### src/rtl/piano_pkg.sv
// Shared definitions for the piano auto-play path: note codes, the note-to-Led
// mapping, step-word layout, sequencer states and the song ROM contents.
package piano_pkg;

  localparam int NOTE_W    = 4;
  localparam int ROM_DUR_W = 4;

  localparam logic [NOTE_W-1:0] NOTE_C5   = 4'h0;
  localparam logic [NOTE_W-1:0] NOTE_B    = 4'h1;
  localparam logic [NOTE_W-1:0] NOTE_A    = 4'h2;
  localparam logic [NOTE_W-1:0] NOTE_G    = 4'h3;
  localparam logic [NOTE_W-1:0] NOTE_F    = 4'h4;
  localparam logic [NOTE_W-1:0] NOTE_E    = 4'h5;
  localparam logic [NOTE_W-1:0] NOTE_D    = 4'h6;
  localparam logic [NOTE_W-1:0] NOTE_C4   = 4'h7;
  localparam logic [NOTE_W-1:0] NOTE_NONE = 4'h8;

  typedef struct packed {
    logic [NOTE_W-1:0]    code;
    logic [ROM_DUR_W-1:0] dur;   // 0 marks end of song
  } step_word_t;

  typedef enum logic [2:0] {
    S_IDLE,
    S_FETCH,
    S_DECODE,
    S_PLAY,
    S_DONE
  } seq_state_t;

  // Codes 0..7 light Led[7-code]; "none" is dark; anything else lights all.
  function automatic logic [7:0] note_to_led(input logic [NOTE_W-1:0] code);
    logic [7:0] led;
    if (code < 4'h8)       led = 8'h01 << (3'd7 - code[2:0]);
    else if (code == 4'h8) led = 8'h00;
    else                   led = 8'hFF;
    return led;
  endfunction

  // Song table. Unlisted steps read as the end-of-song marker.
  //   0: Ode to Joy, 1: ascending scale, 2: three-step test song,
  //   3: every step filled (no end marker) to exercise the last-step wrap.
  function automatic step_word_t song_step(input int song, input int step);
    step_word_t w;
    w = '{NOTE_NONE, 4'd0};
    case (song)
      0: begin
        case (step)
          0, 1, 6, 11: w = '{NOTE_E, 4'd2};
          2, 5:        w = '{NOTE_F, 4'd2};
          3, 4:        w = '{NOTE_G, 4'd2};
          7, 10:       w = '{NOTE_D, 4'd2};
          8, 9:        w = '{NOTE_C4, 4'd2};
          12:          w = '{NOTE_E, 4'd3};
          13:          w = '{NOTE_D, 4'd1};
          14:          w = '{NOTE_D, 4'd4};
          default:     ;
        endcase
      end
      1: begin
        case (step)
          0:       w = '{NOTE_C4, 4'd1};
          1:       w = '{NOTE_D, 4'd1};
          2:       w = '{NOTE_E, 4'd1};
          3:       w = '{NOTE_F, 4'd1};
          4:       w = '{NOTE_G, 4'd1};
          5:       w = '{NOTE_A, 4'd1};
          6:       w = '{NOTE_B, 4'd1};
          7:       w = '{NOTE_C5, 4'd1};
          default: ;
        endcase
      end
      2: begin
        case (step)
          0:       w = '{NOTE_C5, 4'd1};
          1:       w = '{NOTE_A, 4'd2};
          2:       w = '{NOTE_F, 4'd1};
          default: ;
        endcase
      end
      3:       w = '{4'(step % 8), 4'd1};
      default: ;
    endcase
    return w;
  endfunction

endpackage

### src/rtl/song_rom.sv
// Synchronous-read song ROM, address {song, step}, one cycle of latency.
module song_rom
  import piano_pkg::*;
#(
  parameter  int NUM_SONGS  = 4,
  parameter  int SONG_DEPTH = 64,
  parameter  int DUR_W      = 4,
  localparam int SEL_W      = $clog2(NUM_SONGS),
  localparam int STEP_W     = $clog2(SONG_DEPTH),
  localparam int WORD_W     = NOTE_W + DUR_W
) (
  input  logic                    clk,
  input  logic [SEL_W+STEP_W-1:0] i_addr,
  output logic [WORD_W-1:0]       o_word
);

  step_word_t        w_entry;
  logic [WORD_W-1:0] r_word;

  // Table lookup for the presented address.
  always_comb begin
    w_entry = song_step(int'(i_addr[SEL_W+STEP_W-1:STEP_W]), int'(i_addr[STEP_W-1:0]));
  end

  // Registered read port.
  always_ff @(posedge clk) begin
    r_word <= {w_entry.code, DUR_W'(w_entry.dur)};
  end

  assign o_word = r_word;

endmodule

### src/rtl/song_sequencer.sv
// Auto-play note sequencer: steps through a ROM song, timing each note with a
// tick counter on the system clock and inserting a silent gap at note ends.
//
// state    | meaning
// ---------+-----------------------------------------------------------
// S_IDLE   | stopped, silent; waits for play to latch song and start
// S_FETCH  | ROM address presented for the current step
// S_DECODE | ROM word valid; end marker or load a new note
// S_PLAY   | note sounding; rem counts ticks left in the step
// S_DONE   | song finished, silent; exits on restart or play low
module song_sequencer
  import piano_pkg::*;
#(
  parameter  int NUM_SONGS  = 4,
  parameter  int SONG_DEPTH = 64,
  parameter  int DUR_W      = 4,
  parameter  int TICK_W     = 24,
  parameter  int GAP_TICKS  = 1,
  localparam int SEL_W      = $clog2(NUM_SONGS),
  localparam int STEP_W     = $clog2(SONG_DEPTH)
) (
  input  logic              clk,
  input  logic              RESET,
  input  logic              play,
  input  logic              restart,
  input  logic [SEL_W-1:0]  song_sel,
  input  logic              loop_en,
  input  logic [TICK_W-1:0] tick_len,
  output logic [3:0]        note,
  output logic [7:0]        Led,
  output logic [STEP_W-1:0] step_idx,
  output logic              playing,
  output logic              done
);

  localparam logic [DUR_W-1:0] GAP_D = DUR_W'(GAP_TICKS);

  seq_state_t               r_state;
  logic [SEL_W-1:0]         r_song;
  logic [STEP_W-1:0]        r_step;
  logic [NOTE_W-1:0]        r_code;
  logic [DUR_W-1:0]         r_dur;
  logic [DUR_W-1:0]         r_rem;
  logic [TICK_W-1:0]        r_cnt;
  logic [NOTE_W-1:0]        r_note;
  logic                     r_playing;
  logic                     r_done;

  logic [NOTE_W+DUR_W-1:0]  w_rom_word;
  logic [NOTE_W-1:0]        w_rom_code;
  logic [DUR_W-1:0]         w_rom_dur;
  logic [TICK_W-1:0]        w_tick_last;
  logic                     w_tick;
  logic                     w_last_step;
  logic [DUR_W-1:0]         w_rem_next;
  logic [NOTE_W-1:0]        w_note_play;

  song_rom #(
    .NUM_SONGS  (NUM_SONGS),
    .SONG_DEPTH (SONG_DEPTH),
    .DUR_W      (DUR_W)
  ) u_rom (
    .clk    (clk),
    .i_addr ({r_song, r_step}),
    .o_word (w_rom_word)
  );

  assign w_rom_code  = w_rom_word[NOTE_W+DUR_W-1:DUR_W];
  assign w_rom_dur   = w_rom_word[DUR_W-1:0];
  // tick_len of 0 behaves as 1; >= keeps a live shrink of tick_len from wrapping.
  assign w_tick_last = (tick_len == '0) ? '0 : tick_len - 1'b1;
  assign w_tick      = (r_cnt >= w_tick_last);
  assign w_last_step = (r_step == STEP_W'(SONG_DEPTH - 1));
  assign w_rem_next  = w_tick ? r_rem - DUR_W'(1) : r_rem;
  // Notes no longer than the gap sound for their whole duration.
  assign w_note_play = (w_rem_next > GAP_D || r_dur <= GAP_D) ? r_code : NOTE_NONE;

  // Sequencer FSM with tick/step/rem counters and registered outputs.
  always_ff @(posedge clk) begin
    r_done <= 1'b0;
    if (RESET) begin
      r_state   <= S_IDLE;
      r_song    <= '0;
      r_step    <= '0;
      r_code    <= NOTE_NONE;
      r_dur     <= '0;
      r_rem     <= '0;
      r_cnt     <= '0;
      r_note    <= NOTE_NONE;
      r_playing <= 1'b0;
    end else if (restart) begin
      r_step    <= '0;
      r_song    <= song_sel;
      r_note    <= NOTE_NONE;
      r_cnt     <= '0;
      r_state   <= play ? S_FETCH : S_IDLE;
      r_playing <= play;
    end else begin
      unique case (r_state)
        S_IDLE: begin
          r_note <= NOTE_NONE;
          if (play) begin
            r_song    <= song_sel;
            r_step    <= '0;
            r_state   <= S_FETCH;
            r_playing <= 1'b1;
          end
        end
        S_FETCH: begin
          if (!play) r_note  <= NOTE_NONE;
          else       r_state <= S_DECODE;
        end
        S_DECODE: begin
          if (!play) begin
            r_note <= NOTE_NONE;
          end else if (w_rom_dur == '0) begin
            if (loop_en) begin
              r_step  <= '0;
              r_state <= S_FETCH;
            end else begin
              r_state   <= S_DONE;
              r_done    <= 1'b1;
              r_playing <= 1'b0;
              r_note    <= NOTE_NONE;
            end
          end else begin
            r_code  <= w_rom_code;
            r_dur   <= w_rom_dur;
            r_rem   <= w_rom_dur;
            r_cnt   <= '0;
            r_note  <= w_rom_code;
            r_state <= S_PLAY;
          end
        end
        S_PLAY: begin
          if (!play) begin
            r_note <= NOTE_NONE;
          end else if (w_tick && r_rem <= DUR_W'(1)) begin
            r_cnt <= '0;
            if (!w_last_step) begin
              r_step  <= r_step + 1'b1;
              r_state <= S_FETCH;
            end else if (loop_en) begin
              r_step  <= '0;
              r_state <= S_FETCH;
            end else begin
              r_state   <= S_DONE;
              r_done    <= 1'b1;
              r_playing <= 1'b0;
              r_note    <= NOTE_NONE;
            end
          end else begin
            r_cnt  <= w_tick ? '0 : r_cnt + 1'b1;
            r_rem  <= w_rem_next;
            r_note <= w_note_play;
          end
        end
        S_DONE: begin
          r_note <= NOTE_NONE;
          if (!play) r_state <= S_IDLE;
        end
        default: r_state <= S_IDLE;
      endcase
    end
  end

  assign note     = r_note;
  assign Led      = note_to_led(r_note);
  assign step_idx = r_step;
  assign playing  = r_playing;
  assign done     = r_done;

endmodule

### config.mk
export PLATFORM = sky130hd
export DESIGN_NAME = song_sequencer
export DESIGN_NICKNAME = d
export VERILOG_FILES = /design/src/rtl/piano_pkg.sv /design/src/rtl/song_rom.sv /design/src/rtl/song_sequencer.sv
export SDC_FILE = /design/constraint.sdc
export NUM_CORES = 1
export LEC_CHECK = 0
export ABC_AREA = 0
export ABC_CLOCK_PERIOD_IN_PS = 7200
export CELL_PAD_IN_SITES_DETAIL_PLACEMENT = 1
export CELL_PAD_IN_SITES_GLOBAL_PLACEMENT = 2
export CORE_ASPECT_RATIO = 1.2
export CORE_MARGIN = 5
export CORE_UTILIZATION = 35
export CTS_CLUSTER_DIAMETER = 30
export CTS_CLUSTER_SIZE = 30
export DETAILED_ROUTE_END_ITERATION = 12
export PLACE_DENSITY = 0.95
export SLEW_MARGIN = 20
export SYNTH_ARGS = -nofsm -noshare
export SYNTH_HDL_FRONTEND = slang
export SYNTH_SLANG_ARGS = --single-unit
### constraint.sdc
create_clock -name clk -period 7.2 [get_ports clk]
set_clock_uncertainty 0.1 [all_clocks]
set_input_delay 1.44 -clock clk [delete_from_list [all_inputs] [get_ports clk]]
set_output_delay 1.44 -clock clk [all_outputs]
set_load 0.005 [all_outputs]
==> impl_results.md <==
- Status: completed
- Net switching power: a little over 200 uW
- Resize count post-CTS: 0
- Final Cycle Share: 0.826
- Slew HR: 0.352
- GRT overflow: 0
- Root buf cell: clkbuf_16
- Static leakage: a little over 2 nW
- Top cells by area, synth: dfxtp_1 (27%), ha_1 (9.5%), nand2_1 (6.5%), nor2_1 (5.9%), xor2_1 (5.2%)
- Number of global-route vias before repair: ~4.7k
- Int Power: ~630 uW
- Die area: between 0.01 and 0.015 mm^2
- Final min period: about 5.9 ns
- Post-route ant nets: 0
- Avg Cell Area, Syn: 7.39 um^2
- Core area: 0.0122 mm^2
- Combinational power share: 0.101
- RePlAce Congestion: between 0.8 and 0.9
- WS Path Type: input port to flip-flop
- CTS Hold Buffers Added: 0
- Async S/R FF share, synth: 0
- Worst-case vdd ir drop: around 0.11 mV
- Netlist cell types: 59
- TritonRoute pass-1 iters: 4
- Critical Path RT: about 7.3 ns
- Post-synth top cells: nand2_1 (76), nor2_1 (69), dfxtp_1 (58), a21oi_1 (44), o21ai_0 (42)
- Clock network power share: 0.499
- Largest net degree at the start of global routing: 25
- Hold Path Class: flip-flop to flip-flop
- Seq/Total Area, Yosys: 0.266
- Ant diodes: 0
- Yosys reg bits: a little under 60
- CP Data Arrival Time: slightly above 6 ns
- GRT Util Overall: 0.180
- Dpl hpwl: 10,300 um
- Clock sink total: 58
- Rows: between 40 and 50
- Initial antenna violation count: 0
- Slew Limit Fails: 0
- Final total power: roughly 830 uW
- Netlist area before placement: around 0.0044 mm^2
- I/O pins: between 50 and 60
- Synth top area share: 0.266
- Post-CTS Setup Repair Bufs: 0
- Synth area leader: dfxtp_1
- Mapped Cells: ~590
- Synth warn: 0
- Worst-Margin Slew: a little under 1 ns
- First-pass GRT wire length: 22,600 um
- Ys flop type: dfxtp_1
- Clk buf depth: 2
- Hold Fails Final Rpt: 0
- CP endpoint kind: flip-flop
- Share of layout cells above drive strength 1: 0.0532
- Final setup vio count: 0
- Most frequent cell after synthesis: nand2_1
- # Max-Cap Violations: 0
- Starting Density: 0.359
- Chip Width: ~110 um
- Number of remaining DRC errors: 0
- Clk Latency, worst-skew pair: 0.33 ns
- Flop pwr share: 0.400
- Fmax: about 170 MHz
- CTS tree: yes
- Critical Path Start Type: input port
- Layout area overhead: 21.3%
- Fillers: 1,514
- Total routed wirelength: around 13,000 um
- Nets: approximately 700
- Sw Share: 0.245
- Vias per cell: about 5.6
- Drt wl/cell: approximately 17 um
- Clock slew at reported path FFs: ~0.050 ns
- RSZ-0062 raised after global routing: no
- Critical path peak fanout: 14
- Syn nets: roughly 660
- P per Cell Area: around 160 mW/mm^2
- Util after Layout: 0.436
- Die Height: ~130 um
- CTS buffer count: 9
- H-tree lvl count: 3
- Input/output buffers: 50
- DRT iter0 DRCs: around 180
- Sum Neg Setup Slack: 0 ns
- Number of flops mapped to enable cells by yosys: 0
- DR vias: ~4.5k
flip-flops by register name, indices dropped and copies added, names as in the netlist:
signal and cells:
done 1, note 4, playing 1, r_cnt 24, r_code 4, r_dur 2
r_rem 4, r_song 2, r_state 3, step_idx 6, u_rom.o_word 7
critical path, cell delays in order:
cell and delay, ns:
clkdlybuf4s50_1 0.46, or4_1 0.59, nor3_1 0.35, nand4_1 0.26, nor4_1 0.30, xor2_1 0.20
nand2_1 0.08, ha_1 0.31, nand4_2 0.11, nor4_2 0.35, inv_1 0.08, o31a_1 0.42
nand2_1 0.19, nor2_1 0.18, o21ai_2 0.59, nor2_1 0.12
power groups by stage:
stage	combinational, mW	clock [mW]	sequential [mW]
final	0.0843	0.417	0.334
after global routing	0.0930	0.439	0.335
after global placement	0.0806	0	0.340
after CTS	0.0848	0.425	0.334
after floorplan	0.0483	0	0.336
after detailed placement	0.0839	0	0.341
kinds of logic after synthesis:
logic type / Yosys count / share of synthesized area
simple gates: 261 / 0.287
compound gates: 145 / 0.215
flops: 58 / 0.266
buf+inv: 48 / 0.0438
xor+xnor: 38 / 0.0762
fa+ha+maj: 33 / 0.0945
mux: 8 / 0.0183
final timing paths:
| path | startpoint | end | slack (ns) | cells after the start |
|---|---|---|---|---|
| hold / removal | u_rom.o_word[7] | r_code[3] | 0.38 | 1 |
| hold reg to reg | u_rom.o_word[7] | r_code[3] | 0.38 | 1 |
| setup reg to reg | r_cnt[2] | r_cnt[9] | 4.06 | 9 |
| setup / recovery | tick_len[12] | r_cnt[14] | 1.25 | 16 |
layout make-up:
| type | count | area [um^2] | share of cell area |
|---|---|---|---|
| clock buffer | 11 | 233 | 0.0439 |
| clock inverter | 5 | 55.1 | 0.0104 |
| inverter | 25 | 93.8 | 0.0177 |
| multi-input combinational | 485 | 3020 | 0.569 |
| sequential | 58 | 1160 | 0.219 |
| tap | 161 | 201 | 0.0380 |
| timing repair buffer | 55 | 538 | 0.102 |
metrics by stage:
step / instance area [um^2] / std cells / setup slack (ns) / hold WS (ns)
global placement: 5010 / 784 / 1.24 / 0.360
finish: 5300 / 800 / 1.25 / 0.385
detailed placement: 5010 / 784 / 0.961 / 0.376
global route: 5300 / 800 / 0.931 / 0.414
floorplan: 4370 / 591 / 1.97 / 0.336
CTS: 5300 / 800 / 1.27 / 0.389
per-layer routing:
metal	vias up	share of wire	routed length, um	track usage
met3	16	0.031	422	0.0354
met1	2168	0.42	5680	0.196
met5	-	0	0	0
li1	2215	-	-	-
met2	74	0.53	7120	0.343
met4	0	0.018	237	0.0608
layout by cell type, fill, tap and decap left out, drive strengths merged, types with 8 or more instances in the layout:
master	netlist	routed
ha	33	33
and3	20	20
inv	25	25
clkdlybuf4s50	0	50
clkbuf	19	11
o21ai	45	45
nor3	23	23
nor4	10	10
xor2	26	26
nor2	69	69
xnor2	12	12
mux2i	8	8
nand4	14	14
a21oi	44	44
dfxtp	58	58
nand3	22	22
nand2	76	76
No activity file was read; power rests on OpenSTA's default activity.
